File: config.mk
export PLATFORM = sky130hd
export DESIGN_NAME = mem_access_flat
export DESIGN_NICKNAME = d
export VERILOG_FILES = /design/src/rtl/mem_access_if.sv /design/src/rtl/mem_access.sv /design/src/flat_wrapper.sv
export SDC_FILE = /design/constraint.sdc
export NUM_CORES = 1
export LEC_CHECK = 0
export CORE_ASPECT_RATIO = 2
export CORE_MARGIN = 5
export CORE_UTILIZATION = 45
export CTS_CLUSTER_DIAMETER = 100
export CTS_CLUSTER_SIZE = 40
export DETAILED_ROUTE_END_ITERATION = 8
export PLACE_DENSITY = 0.79
export SYNTH_ARGS = -nofsm -noshare
export SYNTH_HDL_FRONTEND = slang
export SYNTH_SLANG_ARGS = --single-unit
export TNS_END_PERCENT = 20
File: constraint.sdc
create_clock -name clk -period 2.6 [get_ports clk]
set_input_delay 0.39 -clock clk [delete_from_list [all_inputs] [get_ports clk]]
set_output_delay 0.39 -clock clk [all_outputs]
set_load 0.02 [all_outputs]
File: src/rtl/mem_access_if.sv
// Bundle of the EX-side handshake, data-bus and write-back signals for mem_access.
// master = the mem_access stage itself, slave = its surroundings (EX stage, bus, WB).
interface mem_access_if;
  logic        ex_valid;
  logic        ex_ready;
  logic [31:0] ex_alu_c;
  logic [31:0] ex_st_data;
  logic [3:0]  ex_mem_op;
  logic [4:0]  ex_rd;
  logic        ex_we;

  logic        dbus_req;
  logic        dbus_we;
  logic [31:0] dbus_addr;
  logic [3:0]  dbus_wstrb;
  logic [31:0] dbus_wdata;
  logic        dbus_gnt;
  logic        dbus_rvalid;
  logic [31:0] dbus_rdata;

  logic        wb_valid;
  logic [31:0] wb_data;
  logic [4:0]  wb_rd;
  logic        wb_we;
  logic        mis_excp;

  modport master (
    input  ex_valid, ex_alu_c, ex_st_data, ex_mem_op, ex_rd, ex_we,
    input  dbus_gnt, dbus_rvalid, dbus_rdata,
    output ex_ready,
    output dbus_req, dbus_we, dbus_addr, dbus_wstrb, dbus_wdata,
    output wb_valid, wb_data, wb_rd, wb_we, mis_excp
  );

  modport slave (
    output ex_valid, ex_alu_c, ex_st_data, ex_mem_op, ex_rd, ex_we,
    output dbus_gnt, dbus_rvalid, dbus_rdata,
    input  ex_ready,
    input  dbus_req, dbus_we, dbus_addr, dbus_wstrb, dbus_wdata,
    input  wb_valid, wb_data, wb_rd, wb_we, mis_excp
  );
endinterface

File: src/rtl/mem_access.sv
// Memory-access stage: request/grant/response data-bus transactions and one write-back record per op.
// Define MISALIGN_TRAP_EN to trap misaligned half/word accesses instead of issuing them.
//
// state | meaning
// IDLE  | ready for a new op; NONE ops retire from here in one cycle
// REQ   | dbus_req held with stable address/strobes/data until dbus_gnt
// RESP  | load granted, waiting for dbus_rvalid
module mem_access (
  input  logic         clk,
  input  logic         rst_n,
  mem_access_if.master bus
);

  localparam logic [3:0] OP_LD_B  = 4'd1;
  localparam logic [3:0] OP_LD_H  = 4'd2;
  localparam logic [3:0] OP_LD_W  = 4'd3;
  localparam logic [3:0] OP_LD_BU = 4'd4;
  localparam logic [3:0] OP_LD_HU = 4'd5;
  localparam logic [3:0] OP_ST_B  = 4'd6;
  localparam logic [3:0] OP_ST_H  = 4'd7;
  localparam logic [3:0] OP_ST_W  = 4'd8;

  typedef enum logic [1:0] {IDLE = 2'd0, REQ = 2'd1, RESP = 2'd2} state_e;

  state_e      state_q, state_d;
  logic [31:0] addr_q, addr_d;
  logic [3:0]  op_q, op_d;
  logic [4:0]  rd_q, rd_d;
  logic        we_q, we_d;

  logic        dbus_req_q, dbus_req_d;
  logic        dbus_we_q, dbus_we_d;
  logic [31:0] dbus_addr_q, dbus_addr_d;
  logic [3:0]  dbus_wstrb_q, dbus_wstrb_d;
  logic [31:0] dbus_wdata_q, dbus_wdata_d;
  logic        wb_valid_q, wb_valid_d;
  logic [31:0] wb_data_q, wb_data_d;
  logic [4:0]  wb_rd_q, wb_rd_d;
  logic        wb_we_q, wb_we_d;
  logic        mis_excp_q, mis_excp_d;

  logic        is_load, is_store, is_half, is_word, misaligned;
  logic [3:0]  st_wstrb;
  logic [31:0] st_wdata;
  logic [7:0]  ld_byte;
  logic [15:0] ld_half;
  logic [31:0] ld_ext;

  always_comb begin
    is_load  = (bus.ex_mem_op >= OP_LD_B) && (bus.ex_mem_op <= OP_LD_HU);
    is_store = (bus.ex_mem_op >= OP_ST_B) && (bus.ex_mem_op <= OP_ST_W);
    is_half  = (bus.ex_mem_op == OP_LD_H) || (bus.ex_mem_op == OP_LD_HU) ||
               (bus.ex_mem_op == OP_ST_H);
    is_word  = (bus.ex_mem_op == OP_LD_W) || (bus.ex_mem_op == OP_ST_W);
  end

`ifdef MISALIGN_TRAP_EN
  assign misaligned = (is_half && bus.ex_alu_c[0]) ||
                      (is_word && (bus.ex_alu_c[1:0] != 2'b00));
`else
  // Without the trap, low address bits are simply dropped by lane selection.
  assign misaligned = 1'b0;
`endif

  always_comb begin
    st_wstrb = 4'b0000;
    st_wdata = 32'h0;
    case (bus.ex_mem_op)
      OP_ST_B: begin
        st_wstrb = 4'b0001 << bus.ex_alu_c[1:0];
        st_wdata = {4{bus.ex_st_data[7:0]}};
      end
      OP_ST_H: begin
        st_wstrb = bus.ex_alu_c[1] ? 4'b1100 : 4'b0011;
        st_wdata = {2{bus.ex_st_data[15:0]}};
      end
      OP_ST_W: begin
        st_wstrb = 4'b1111;
        st_wdata = bus.ex_st_data;
      end
      default: ;
    endcase
  end

  always_comb begin
    case (addr_q[1:0])
      2'd0:    ld_byte = bus.dbus_rdata[7:0];
      2'd1:    ld_byte = bus.dbus_rdata[15:8];
      2'd2:    ld_byte = bus.dbus_rdata[23:16];
      default: ld_byte = bus.dbus_rdata[31:24];
    endcase
    ld_half = addr_q[1] ? bus.dbus_rdata[31:16] : bus.dbus_rdata[15:0];
    case (op_q)
      OP_LD_B:  ld_ext = {{24{ld_byte[7]}}, ld_byte};
      OP_LD_BU: ld_ext = {24'h0, ld_byte};
      OP_LD_H:  ld_ext = {{16{ld_half[15]}}, ld_half};
      OP_LD_HU: ld_ext = {16'h0, ld_half};
      default:  ld_ext = bus.dbus_rdata;
    endcase
  end

  always_comb begin
    state_d      = state_q;
    addr_d       = addr_q;
    op_d         = op_q;
    rd_d         = rd_q;
    we_d         = we_q;
    dbus_req_d   = dbus_req_q;
    dbus_we_d    = dbus_we_q;
    dbus_addr_d  = dbus_addr_q;
    dbus_wstrb_d = dbus_wstrb_q;
    dbus_wdata_d = dbus_wdata_q;
    wb_valid_d   = 1'b0;
    wb_data_d    = wb_data_q;
    wb_rd_d      = wb_rd_q;
    wb_we_d      = wb_we_q;
    mis_excp_d   = mis_excp_q;

    case (state_q)
      IDLE: begin
        if (bus.ex_valid) begin
          if (misaligned) begin
            wb_valid_d = 1'b1;
            wb_data_d  = bus.ex_alu_c;
            wb_rd_d    = bus.ex_rd;
            wb_we_d    = 1'b0;
            mis_excp_d = 1'b1;
          end else if (is_load || is_store) begin
            addr_d       = bus.ex_alu_c;
            op_d         = bus.ex_mem_op;
            rd_d         = bus.ex_rd;
            we_d         = bus.ex_we && !is_store;
            dbus_req_d   = 1'b1;
            dbus_we_d    = is_store;
            dbus_addr_d  = {bus.ex_alu_c[31:2], 2'b00};
            dbus_wstrb_d = st_wstrb;
            dbus_wdata_d = st_wdata;
            state_d      = REQ;
          end else begin
            wb_valid_d = 1'b1;
            wb_data_d  = bus.ex_alu_c;
            wb_rd_d    = bus.ex_rd;
            wb_we_d    = bus.ex_we;
            mis_excp_d = 1'b0;
          end
        end
      end
      REQ: begin
        if (bus.dbus_gnt) begin
          dbus_req_d = 1'b0;
          if (op_q >= OP_ST_B) begin
            // Stores retire with the address as data, never writing a register.
            wb_valid_d = 1'b1;
            wb_data_d  = addr_q;
            wb_rd_d    = rd_q;
            wb_we_d    = 1'b0;
            mis_excp_d = 1'b0;
            state_d    = IDLE;
          end else begin
            state_d = RESP;
          end
        end
      end
      RESP: begin
        if (bus.dbus_rvalid) begin
          wb_valid_d = 1'b1;
          wb_data_d  = ld_ext;
          wb_rd_d    = rd_q;
          wb_we_d    = we_q;
          mis_excp_d = 1'b0;
          state_d    = IDLE;
        end
      end
      default: state_d = IDLE;
    endcase
  end

  always_ff @(posedge clk or negedge rst_n) begin
    if (!rst_n) begin
      state_q      <= IDLE;
      addr_q       <= 32'h0;
      op_q         <= 4'h0;
      rd_q         <= 5'h0;
      we_q         <= 1'b0;
      dbus_req_q   <= 1'b0;
      dbus_we_q    <= 1'b0;
      dbus_addr_q  <= 32'h0;
      dbus_wstrb_q <= 4'h0;
      dbus_wdata_q <= 32'h0;
      wb_valid_q   <= 1'b0;
      wb_data_q    <= 32'h0;
      wb_rd_q      <= 5'h0;
      wb_we_q      <= 1'b0;
      mis_excp_q   <= 1'b0;
    end else begin
      state_q      <= state_d;
      addr_q       <= addr_d;
      op_q         <= op_d;
      rd_q         <= rd_d;
      we_q         <= we_d;
      dbus_req_q   <= dbus_req_d;
      dbus_we_q    <= dbus_we_d;
      dbus_addr_q  <= dbus_addr_d;
      dbus_wstrb_q <= dbus_wstrb_d;
      dbus_wdata_q <= dbus_wdata_d;
      wb_valid_q   <= wb_valid_d;
      wb_data_q    <= wb_data_d;
      wb_rd_q      <= wb_rd_d;
      wb_we_q      <= wb_we_d;
      mis_excp_q   <= mis_excp_d;
    end
  end

  assign bus.ex_ready   = (state_q == IDLE);
  assign bus.dbus_req   = dbus_req_q;
  assign bus.dbus_we    = dbus_we_q;
  assign bus.dbus_addr  = dbus_addr_q;
  assign bus.dbus_wstrb = dbus_wstrb_q;
  assign bus.dbus_wdata = dbus_wdata_q;
  assign bus.wb_valid   = wb_valid_q;
  assign bus.wb_data    = wb_data_q;
  assign bus.wb_rd      = wb_rd_q;
  assign bus.wb_we      = wb_we_q;
  assign bus.mis_excp   = mis_excp_q;

endmodule
File: src/flat_wrapper.sv
// flat-port wrapper written by rule: the top's interface ports become plain ports
module mem_access_flat 
  (clk, rst_n, bus_ex_valid, bus_ex_alu_c, bus_ex_st_data, bus_ex_mem_op, bus_ex_rd, bus_ex_we, bus_dbus_gnt, bus_dbus_rvalid, bus_dbus_rdata, bus_ex_ready, bus_dbus_req, bus_dbus_we, bus_dbus_addr, bus_dbus_wstrb, bus_dbus_wdata, bus_wb_valid, bus_wb_data, bus_wb_rd, bus_wb_we, bus_mis_excp);
  mem_access_if bus_i ();
  input  logic clk;
  input  logic rst_n;
  input wire logic [$bits(bus_i.ex_valid)-1:0] bus_ex_valid;
  input wire logic [$bits(bus_i.ex_alu_c)-1:0] bus_ex_alu_c;
  input wire logic [$bits(bus_i.ex_st_data)-1:0] bus_ex_st_data;
  input wire logic [$bits(bus_i.ex_mem_op)-1:0] bus_ex_mem_op;
  input wire logic [$bits(bus_i.ex_rd)-1:0] bus_ex_rd;
  input wire logic [$bits(bus_i.ex_we)-1:0] bus_ex_we;
  input wire logic [$bits(bus_i.dbus_gnt)-1:0] bus_dbus_gnt;
  input wire logic [$bits(bus_i.dbus_rvalid)-1:0] bus_dbus_rvalid;
  input wire logic [$bits(bus_i.dbus_rdata)-1:0] bus_dbus_rdata;
  output wire logic [$bits(bus_i.ex_ready)-1:0] bus_ex_ready;
  output wire logic [$bits(bus_i.dbus_req)-1:0] bus_dbus_req;
  output wire logic [$bits(bus_i.dbus_we)-1:0] bus_dbus_we;
  output wire logic [$bits(bus_i.dbus_addr)-1:0] bus_dbus_addr;
  output wire logic [$bits(bus_i.dbus_wstrb)-1:0] bus_dbus_wstrb;
  output wire logic [$bits(bus_i.dbus_wdata)-1:0] bus_dbus_wdata;
  output wire logic [$bits(bus_i.wb_valid)-1:0] bus_wb_valid;
  output wire logic [$bits(bus_i.wb_data)-1:0] bus_wb_data;
  output wire logic [$bits(bus_i.wb_rd)-1:0] bus_wb_rd;
  output wire logic [$bits(bus_i.wb_we)-1:0] bus_wb_we;
  output wire logic [$bits(bus_i.mis_excp)-1:0] bus_mis_excp;
  assign bus_i.ex_valid = bus_ex_valid;
  assign bus_i.ex_alu_c = bus_ex_alu_c;
  assign bus_i.ex_st_data = bus_ex_st_data;
  assign bus_i.ex_mem_op = bus_ex_mem_op;
  assign bus_i.ex_rd = bus_ex_rd;
  assign bus_i.ex_we = bus_ex_we;
  assign bus_i.dbus_gnt = bus_dbus_gnt;
  assign bus_i.dbus_rvalid = bus_dbus_rvalid;
  assign bus_i.dbus_rdata = bus_dbus_rdata;
  assign bus_ex_ready = bus_i.ex_ready;
  assign bus_dbus_req = bus_i.dbus_req;
  assign bus_dbus_we = bus_i.dbus_we;
  assign bus_dbus_addr = bus_i.dbus_addr;
  assign bus_dbus_wstrb = bus_i.dbus_wstrb;
  assign bus_dbus_wdata = bus_i.dbus_wdata;
  assign bus_wb_valid = bus_i.wb_valid;
  assign bus_wb_data = bus_i.wb_data;
  assign bus_wb_rd = bus_i.wb_rd;
  assign bus_wb_we = bus_i.wb_we;
  assign bus_mis_excp = bus_i.mis_excp;
  mem_access u_core (.clk(clk), .rst_n(rst_n), .bus(bus_i));
endmodule
==> results of run 1 <==
-- power by group --
group	internal, mW	switching, mW
registers	2.69	0.573
logic	3.01	3.65
clock network	1.54	0.911
-- cells in the mapped netlist (all sizes together) (2+ instances only) --
cell	number	area (um^2)
a21o	3	22.5
a21oi	36	180
a221o	16	160
a222oi	8	80.1
a22o	8	70.1
a22oi	17	128
a31oi	3	18.8
and2	2	12.5
and3	10	62.6
buf	49	327
clkbuf	36	136
dfrtp	121	3030
ha	4	50.1
inv	15	56.3
mux2i	21	210
mux4	8	180
nand2	171	642
nand3	2	10.0
nor2	39	146
nor2b	5	31.3
nor3	2	26.3
o211ai	8	60.1
o21a	3	22.5
o21ai	61	317
o221a	7	78.8
o221ai	9	78.8
o22a	16	140
o22ai	16	100
or3b	2	17.5
xnor2	2	17.5
-- sequential cells by signal, summed over array words and instances (netlist names), 2 cells and up --
register / flops
u_core.op_q: 4
u_core.addr_q: 32
u_core.bus.dbus_wdata: 32
u_core.rd_q: 5
u_core.state_q: 2
u_core.bus.wb_data: 32
u_core.bus.wb_rd: 5
u_core.bus.dbus_wstrb: 4
-- final cells by class --
cell class / instances / area [um^2] / share of cell area, %
Clock inverter: 14 / 173 / 1.81
Antenna cell: 2 / 5.00 / 0.0523
Timing Repair Buffer: 261 / 2580 / 27.0
Multi-Input combinational cell: 495 / 3040 / 31.8
Tap cell: 192 / 240 / 2.51
Clock buffer: 18 / 439 / 4.59
Inverter: 15 / 56.3 / 0.589
Sequential cell: 121 / 3030 / 31.7
-- cells by family (layout without fill, tap and decap cells) --
kind of cell / count (synthesis) / count (layout) / share of synthesized area [%]
other: 1 / 5 / 0.0573
DFF: 121 / 121 / 46.3
AOI/OAI and AO/OA: 216 / 216 / 23.2
xor gates and xnor gates: 3 / 3 / 0.402
and+or+nand+nor: 240 / 240 / 15.4
buffers and inverters: 100 / 308 / 7.93
adders and majority gates: 4 / 4 / 0.765
muxes: 29 / 29 / 5.97
-- final timing paths --
kind	endpoint	slack [ns]	depth (start not counted)
max	bus_ex_ready	0.28	3
min	u_core.addr_q[13]	0.04	1
max reg2reg	u_core.op_q[2]	0.32	6
min reg2reg	u_core.rd_q[3]	0.47	2
max in group asynchronous	u_core.bus.dbus_wdata[1]	1.82	2
min in group clk	u_core.rd_q[3]	0.47	2
-- layer usage --
layer / GRT usage (%) / part of all wire [%]
met3: 7.40 / 8.7
met2: 48.3 / 53
met5: 0 / 0
met1: 27.0 / 31
met4: 18.9 / 7.3
-- metrics by stage --
stage / instances / hold slack, ns
CTS: 1116 / 0.0628
global route: 1118 / 0.0841
detailed placement: 1084 / 0.462
finish: 1118 / 0.0415
global placement: 1084 / 0.456
floorplan: 716 / 0.0944
==> results.py, run 1 <==
metrics = {
    "cts": {
        "cts_tree": "yes",
        "postCtsSetupBuffers": 0,
        "cts_hold_buf": 0,
        "numCtsBuffers": 17,
        "cts_sinks": 121,
        "cts_buffer_depth": 2,
        "root_buffer": "clkbuf_16",
        "cts_resized": 0,
        "htree_levels": 4,
        "clkTransAtPathRegs_ns": 0.06,
        "clock_latency_ns": 0.42,
    },
    "sta": {
        "relSlewSlack_pct": 30.7,
        "finalMaxSlewViolations": 0,
        "finalHoldViolCount": 0,
        "setup_viol": 0,
        "rsz0062_at_grt": "false",
        "post-route-period-util_pct": 89.3,
        "post-route-min-period_ns": 2.32,
        "worstMarginPinSlew_ns": 1.04,
        "setup_tns_ns": 0,
        "skew_ns": 0.00660,
        "fin_ws_ns": 0.279,
        "fmax_mhz": 431,
    },
    "worst_setup_path": {
        "crit_type": "register to primary output",
        "worst-endpoint-required_ns": 2.21,
        "critPathTopFamily": "buffers and inverters",
        "crit_path_end_kind": "primary output",
        "cp-start-kind": "register",
        "cp.buffers_inverters": 2,
        "r2r-start": "u_core.state_q[0]",
        "crit_start": "u_core.state_q[0]",
        "cp_max_fo": 9,
        "path_cells": "inv_1 -> ha_2 -> clkdlybuf4s50_1",
        "max_stage_delay_ns": 0.66,
        "crit_arrival_ns": 1.93,
        "cpMaxStageDelayCell": "clkdlybuf4s50_1",
    },
    "status": {
        "status": "complete, no violations",
    },
    "cells_and_area": {
        "nets": 1026,
        "design_area_um2": 9560,
        "mostFrequentLayoutCells": "217 x clkdlybuf4s50_1, 171 x nand2_1, 121 x dfrtp_1",
        "synthToLayoutAreaGrowth_pct": 46.1,
        "post-route-util_pct": 66.6,
        "drive_above_1_share_pct": 10.9,
        "layout_commonest_cell": "clkdlybuf4s50_1",
        "n_fill_cell": 1161,
    },
    "die": {
        "dieArea_um2": 17200,
        "rows": 62,
        "start_util_pct": 45.6,
        "ios": 222,
        "core_um2": 14400,
        "fp.dieW_um": 95.3,
        "die_height_um": 181,
    },
    "yosys": {
        "synthFlopType": "dfrtp_1",
        "ys_seq_area_share_pct": 46.3,
        "yosys_warnings": 0,
        "syn_avg_cell_area_um2": 9.16,
        "synthArstFlopShare_pct": 100,
        "syn_area_um2": 6540,
        "synthCells": 714,
        "ys_ff_latch": 121,
        "synth_cell_types": 51,
        "synth_edf_count": 0,
    },
    "placement": {
        "detailed_place.area_um2": 8940,
        "dpl.hpwl_mm": 17.3,
        "pre_cts_slack_ns": -0.0148,
        "io_buffers": 218,
        "place_congestion": 0.942,
    },
    "run": {
        "maxCapViolCount": 0,
    },
    "route": {
        "drtPass1Iterations": 6,
        "drt_iter0_markers": 437,
        "vias": 6481,
        "drc": 0,
        "wl_per_cell_um": 20.9,
        "viasPerCell": 5.80,
        "drt_wl_total_mm": 23.4,
        "ant_nets": 0,
    },
    "global_routing": {
        "first_global_vias": 6727,
        "grt_overflow": 0,
        "antenna_found_initial": 2,
        "grt_max_degree": 62,
        "grtUsageTotal_pct": 27.5,
        "grt_pass1_wl_mm": 35.9,
    },
    "power_and_ir_drop": {
        "p_total_mw": 12.4,
        "ir_drop_mv": 0.674,
        "leakage_nw": 4.12,
        "power.density_nw_per_um2": 1290,
    },
    "min_path": {
        "hold_path_class": "input pin to async pin",
    },
}
Note: power is estimated with default switching activity, not from simulation.
==> inputs of run 2 (changes only) <==
--- a/config.mk
+++ b/config.mk
@@ -7,11 +7,10 @@
 export LEC_CHECK = 0
 export CORE_ASPECT_RATIO = 2
 export CORE_MARGIN = 5
-export CORE_UTILIZATION = 45
+export CORE_UTILIZATION = 30
 export CTS_CLUSTER_DIAMETER = 100
 export CTS_CLUSTER_SIZE = 40
 export DETAILED_ROUTE_END_ITERATION = 8
-export PLACE_DENSITY = 0.79
 export SYNTH_ARGS = -nofsm -noshare
 export SYNTH_HDL_FRONTEND = slang
 export SYNTH_SLANG_ARGS = --single-unit
==> constraint.sdc (replaced) <==
create_clock -name clk -period 2.56 [get_ports clk]
set_input_delay 0.384 -clock clk [delete_from_list [all_inputs] [get_ports clk]]
set_output_delay 0.384 -clock clk [all_outputs]
set_load 0.02 [all_outputs]
==> run 2 against run 1 <==
  * Cell count rose by 7.7%
  * Utilization fell by 21 points
  * Count of clock-buffer cells in the layout rose by 3
  * Critical path depth did not move
  * Critical path type unchanged
  * Sequential power rose by 2%
==> results.py, run 2 (synthesized netlist as in run 1, its figures left out) <==
metrics = {
    "route": {
        "drt_iter0_markers": 339,
        "vias": 6341,
        "drt_wl_total_mm": 25.6,
        "drc": 0,
        "ant_nets": 0,
        "drtPass1Iterations": 5,
        "viasPerCell": 5.27,
        "wl_per_cell_um": 21.3,
    },
    "die": {
        "core_um2": 21500,
        "rows": 76,
        "fp.dieW_um": 114,
        "ios": 222,
        "start_util_pct": 30.4,
        "dieArea_um2": 25000,
        "die_height_um": 219,
    },
    "cells_and_area": {
        "post-route-util_pct": 45.1,
        "drive_above_1_share_pct": 11.3,
        "layout_commonest_cell": "clkdlybuf4s50_1",
        "nets": 1032,
        "synthToLayoutAreaGrowth_pct": 48.2,
        "mostFrequentLayoutCells": "217 x clkdlybuf4s50_1, 171 x nand2_1, 121 x dfrtp_1",
    },
    "global_routing": {
        "grt_max_degree": 62,
        "grtUsageTotal_pct": 20.3,
        "grt_pass1_wl_mm": 38.6,
        "first_global_vias": 6478,
        "antenna_found_initial": 2,
        "grt_overflow": 0,
    },
    "power_and_ir_drop": {
        "ir_drop_mv": 0.567,
        "intPower_mw": 7.44,
        "p_total_mw": 12.7,
        "sw_frac_of_total_pct": 41.5,
        "p_switching_mw": 5.29,
        "power.density_nw_per_um2": 1310,
        "leakage_nw": 4.16,
        "p_seq_share_pct": 26.1,
        "combPwrFrac_pct": 54.2,
        "clkPwrFrac_pct": 19.8,
    },
    "min_path": {
        "min_to": "u_core.bus.dbus_wdata[28]",
        "min_from": "u_core.bus.dbus_wdata[28]",
        "min_path_cells": 2,
        "hold_path_class": "register to register",
    },
    "worst_setup_path": {
        "crit_arrival_ns": 1.96,
        "cp_max_fo": 9,
        "rr_endpoint": "u_core.bus.wb_data[6]",
        "max_stage_delay_ns": 0.69,
        "path_cells": "inv_1 -> ha_2 -> clkdlybuf4s50_1",
        "crit_path_end_kind": "primary output",
        "crit_type": "register to primary output",
        "r2r_slack_ns": 0.28,
        "cp-start-kind": "register",
        "cpMaxStageDelayCell": "clkdlybuf4s50_1",
        "r2r-start": "u_core.op_q[0]",
        "worst-endpoint-required_ns": 2.18,
        "reg2reg_depth": 5,
    },
    "cts": {
        "cts_sinks": 121,
        "cts_buffer_depth": 2,
        "clkTransAtPathRegs_ns": 0.06,
        "root_buffer": "clkbuf_16",
        "clock_latency_ns": 0.41,
        "numCtsBuffers": 17,
        "cts_tree": "yes",
        "htree_levels": 4,
    },
    "sta": {
        "fin_ws_ns": 0.215,
        "finalHoldViolCount": 0,
        "setup_viol": 0,
        "skew_ns": 0.0108,
        "relSlewSlack_pct": 26.8,
        "post-route-period-util_pct": 91.6,
        "worstMarginPinSlew_ns": 1.10,
        "rsz0062_at_grt": "false",
        "fmax_mhz": 426,
        "finalMaxSlewViolations": 0,
        "post-route-min-period_ns": 2.34,
    },
    "placement": {
        "io_buffers": 218,
        "pre_cts_slack_ns": -0.0565,
        "dpl.hpwl_mm": 19.4,
        "place_congestion": 0.818,
    },
    "status": {
        "status": "complete, no violations",
    },
    "run": {
        "maxCapViolCount": 0,
    },
}
## run 2: timing repair
action,CTS,global route
setup buffers,0,0
hold buffers,1,0
hold endpoints to repair,36,0
resized for setup,0,0
## run 2: stage by stage
step / std cells / area (um^2) / hold slack (ns) / setup TNS, ns
2_1_floorplan: 716 / 6550 / 0.0884 / 0
3_3_place_gp: 1170 / 9070 / 0.405 / -0.0170
3_5_place_dp: 1170 / 9070 / 0.402 / -0.269
6_report: 1204 / 9700 / 0.477 / 0
5_1_grt: 1204 / 9700 / 0.504 / 0
4_1_cts: 1203 / 9700 / 0.478 / 0
## run 2: cell type report
class                           count  area (um^2)
Clock inverter                     11          144
Antenna cell                        1         2.50
Timing Repair Buffer              267         2610
Sequential cell                   121         3030
Multi-Input combinational cell    495         3040
Fill cell                        2099        11800
Inverter                           15         56.3
Tap cell                          273          342
Clock buffer                       21          470
## run 2: critical path: cells and delay by family (launching register included)
family                   cells  cell delay (ns)
buffers and inverters        2             0.80
flip-flops                   1             0.40
adder cells (fa/ha/maj)      1             0.34
## run 2: worst max path at each step
stage	startpoint	to
CTS	u_core.state_q[1]	bus_ex_ready
floorplan	u_core.state_q[0]	u_core.bus.wb_rd[0]
finish	u_core.state_q[1]	bus_ex_ready
global placement	bus_dbus_rdata[15]	u_core.bus.wb_data[12]
global route	u_core.state_q[1]	bus_ex_ready
detailed placement	bus_dbus_rdata[15]	u_core.bus.wb_data[12]
## run 2: power by group through the flow
stage | combinational [mW] | clock [mW] | sequential [mW]
2_1_floorplan | 3.75 | 0 | 3.72
3_3_place_gp | 6.83 | 0 | 3.33
3_5_place_dp | 6.91 | 0 | 3.34
4_1_cts | 6.93 | 2.57 | 3.33
5_1_grt | 7.39 | 2.66 | 3.43
6_report | 6.89 | 2.51 | 3.32
## run 2: metal layers
metal  part of all wire (%)  GRT usage (%)
met1                     34           21.3
met2                     54           37.1
met3                    7.0           5.19
met4                    4.2           9.63
met5                  0.078              0
==> inputs of run 3 (changes only) <==
--- a/config.mk
+++ b/config.mk
@@ -5,12 +5,15 @@
 export SDC_FILE = /design/constraint.sdc
 export NUM_CORES = 1
 export LEC_CHECK = 0
+export CELL_PAD_IN_SITES_DETAIL_PLACEMENT = 2
+export CELL_PAD_IN_SITES_GLOBAL_PLACEMENT = 2
 export CORE_ASPECT_RATIO = 2
 export CORE_MARGIN = 5
-export CORE_UTILIZATION = 30
+export CORE_UTILIZATION = 27
 export CTS_CLUSTER_DIAMETER = 100
 export CTS_CLUSTER_SIZE = 40
 export DETAILED_ROUTE_END_ITERATION = 8
+export PLACE_DENSITY_LB_ADDON = 0.1
 export SYNTH_ARGS = -nofsm -noshare
 export SYNTH_HDL_FRONTEND = slang
 export SYNTH_SLANG_ARGS = --single-unit
==> run 3 against run 2 <==
  * Non-clock buffer count rose by 9
  * Critical path depth unchanged
  * Count of clock-buffer cells in the layout is 6 higher
  * Highest routed layer is now met4
  * Critical path type unchanged
  * Clock skew is 0.0049 ns lower
  * Die area rose by 10%
  * Fmax decreased by 0.28%
  * Critical endpoint unchanged
  * Hold slack improved by 0.00094 ns
==> results.py, run 3 (synthesized netlist as in run 1, its figures left out) <==
metrics = {
    "sta": {
        "rsz0062_at_grt": "false",
        "post-route-min-period_ns": 2.35,
        "holdWs_ns": 0.478,
        "finalMaxSlewViolations": 0,
        "setup_viol": 0,
        "post-route-period-util_pct": 91.9,
        "skew_ns": 0.00591,
        "worstMarginPinSlew_ns": 1.12,
        "finalHoldViolCount": 0,
        "relSlewSlack_pct": 25.3,
        "setup_tns_ns": 0,
        "fmax_mhz": 425,
    },
    "cells_and_area": {
        "nets": 1041,
        "final_cells": 1224,
        "layout_commonest_cell": "clkdlybuf4s50_1",
        "drive_above_1_share_pct": 11.5,
        "synthToLayoutAreaGrowth_pct": 48.9,
        "mostFrequentLayoutCells": "217 x clkdlybuf4s50_1, 171 x nand2_1, 121 x dfrtp_1",
    },
    "cts": {
        "root_buffer": "clkbuf_16",
        "numCtsBuffers": 17,
        "clock_latency_ns": 0.44,
        "cts_resized": 0,
        "postCtsSetupBuffers": 0,
        "cts_buffer_depth": 2,
        "htree_levels": 4,
        "cts_sinks": 121,
        "clkTransAtPathRegs_ns": 0.05,
        "cts_tree": "yes",
    },
    "worst_setup_path": {
        "max_stage_delay_ns": 0.66,
        "crit_start": "u_core.state_q[0]",
        "critPathTopFamily": "buffers and inverters",
        "r2r_slack_ns": 0.26,
        "cp_num_cells": 3,
        "crit_type": "register to primary output",
        "crit_end": "bus_ex_ready",
        "r2r-start": "u_core.state_q[0]",
        "cp-start-kind": "register",
        "crit_arrival_ns": 1.97,
        "cp_max_fo": 9,
        "path_cells": "inv_1 -> ha_2 -> clkdlybuf4s50_1",
        "rr_endpoint": "u_core.bus.dbus_req",
        "cp.buffers_inverters": 2,
        "worst-endpoint-required_ns": 2.18,
        "reg2reg_depth": 6,
        "cpMaxStageDelayCell": "clkdlybuf4s50_1",
        "crit_path_end_kind": "primary output",
    },
    "global_routing": {
        "grt_pass1_wl_mm": 46.1,
        "first_global_vias": 7662,
        "grtUsageTotal_pct": 22.4,
        "antenna_found_initial": 1,
        "grt_max_degree": 44,
        "grt_overflow": 0,
    },
    "die": {
        "ios": 222,
        "rows": 80,
        "dieArea_um2": 27600,
        "start_util_pct": 27.4,
        "die_height_um": 230,
        "fp.dieW_um": 120,
        "core_um2": 23900,
    },
    "route": {
        "viasPerCell": 5.32,
        "met3_length_mm": 1.43,
        "drt_iter0_markers": 211,
        "vias": 6510,
        "drt_wl_total_mm": 30.5,
        "highest_layer": "met4",
        "drc": 0,
        "drtPass1Iterations": 5,
        "wl_per_cell_um": 24.9,
        "dr_wl_met2_mm": 17.7,
        "wl_met1_mm": 10.1,
        "ant_nets": 0,
    },
    "power_and_ir_drop": {
        "combPwrFrac_pct": 55.3,
        "p_seq_share_pct": 26.0,
        "p_switching_mw": 5.50,
        "ir_drop_mv": 0.622,
        "clkPwrFrac_pct": 18.6,
        "sw_frac_of_total_pct": 42.5,
        "power.density_nw_per_um2": 1330,
        "leakage_nw": 4.18,
        "intPower_mw": 7.46,
    },
    "placement": {
        "io_buffers": 218,
        "dpl.hpwl_mm": 23.5,
        "dpl.cell_count": 1193,
        "place_congestion": 0.891,
    },
    "min_path": {
        "min_path_cells": 2,
        "hold_path_class": "register to register",
    },
    "run": {
        "maxCapViolCount": 0,
    },
    "status": {
        "status": "complete, no violations",
    },
}
run 3: metal layers:
metal	track usage (%)	up-vias
li1	-	2942
met1	20.5	3324
met2	44.1	195
met3	5.58	49
met4	11.3	0
met5	0	-
run 3: layout make-up:
type / instances / area [um^2]
Antenna cell: 1 / 2.50
Clock buffer: 27 / 513
Clock inverter: 2 / 60.1
Fill cell: 2621 / 14200
Inverter: 15 / 56.3
Multi-Input combinational cell: 495 / 3050
Sequential cell: 121 / 3030
Tap cell: 287 / 359
Timing Repair Buffer: 276 / 2680
run 3: worst min path at each step:
stage	start	endpoint	slack (ns)
3_5_place_dp	rst_n	u_core.addr_q[8]	0.46
2_1_floorplan	rst_n	u_core.addr_q[0]	0.09
3_3_place_gp	rst_n	u_core.addr_q[8]	0.45
4_1_cts	bus_ex_alu_c[8]	u_core.addr_q[8]	0.48
5_1_grt	u_core.bus.dbus_we	u_core.bus.dbus_we	0.52
6_report	u_core.rd_q[0]	u_core.rd_q[0]	0.48
run 3: what timing repair did:
action / in CTS / in global routing
hold buffers: 1 / 0
endpoints found under the hold margin: 28 / 0
endpoints found under the setup margin: 0 / 0
run 3: stage by stage:
stage,util [%],cell area (um^2),setup slack [ns],total power [mW]
after floorplan,-,6550,0.191,7.47
after global placement,38.3,9160,0.0219,10.4
after detailed placement,38.3,9160,-0.103,10.6
after CTS,40.7,9740,0.157,13.2
after global routing,40.7,9740,0.0331,13.7
final,40.7,9740,0.208,13.0
run 3: power groups by stage:
stage / clock network, mW / registers, mW / logic [mW]
floorplan: 0 / 3.72 / 3.75
CTS: 2.49 / 3.40 / 7.29
global placement: 0 / 3.37 / 7.01
detailed placement: 0 / 3.42 / 7.22
global route: 2.56 / 3.48 / 7.69
finish: 2.42 / 3.38 / 7.17
run 3: worst min-delay path, stage by stage (launching register included):
cell and delay (ns):
dfrtp_1 0.34, nand2_1 0.05, nand2_1 0.05
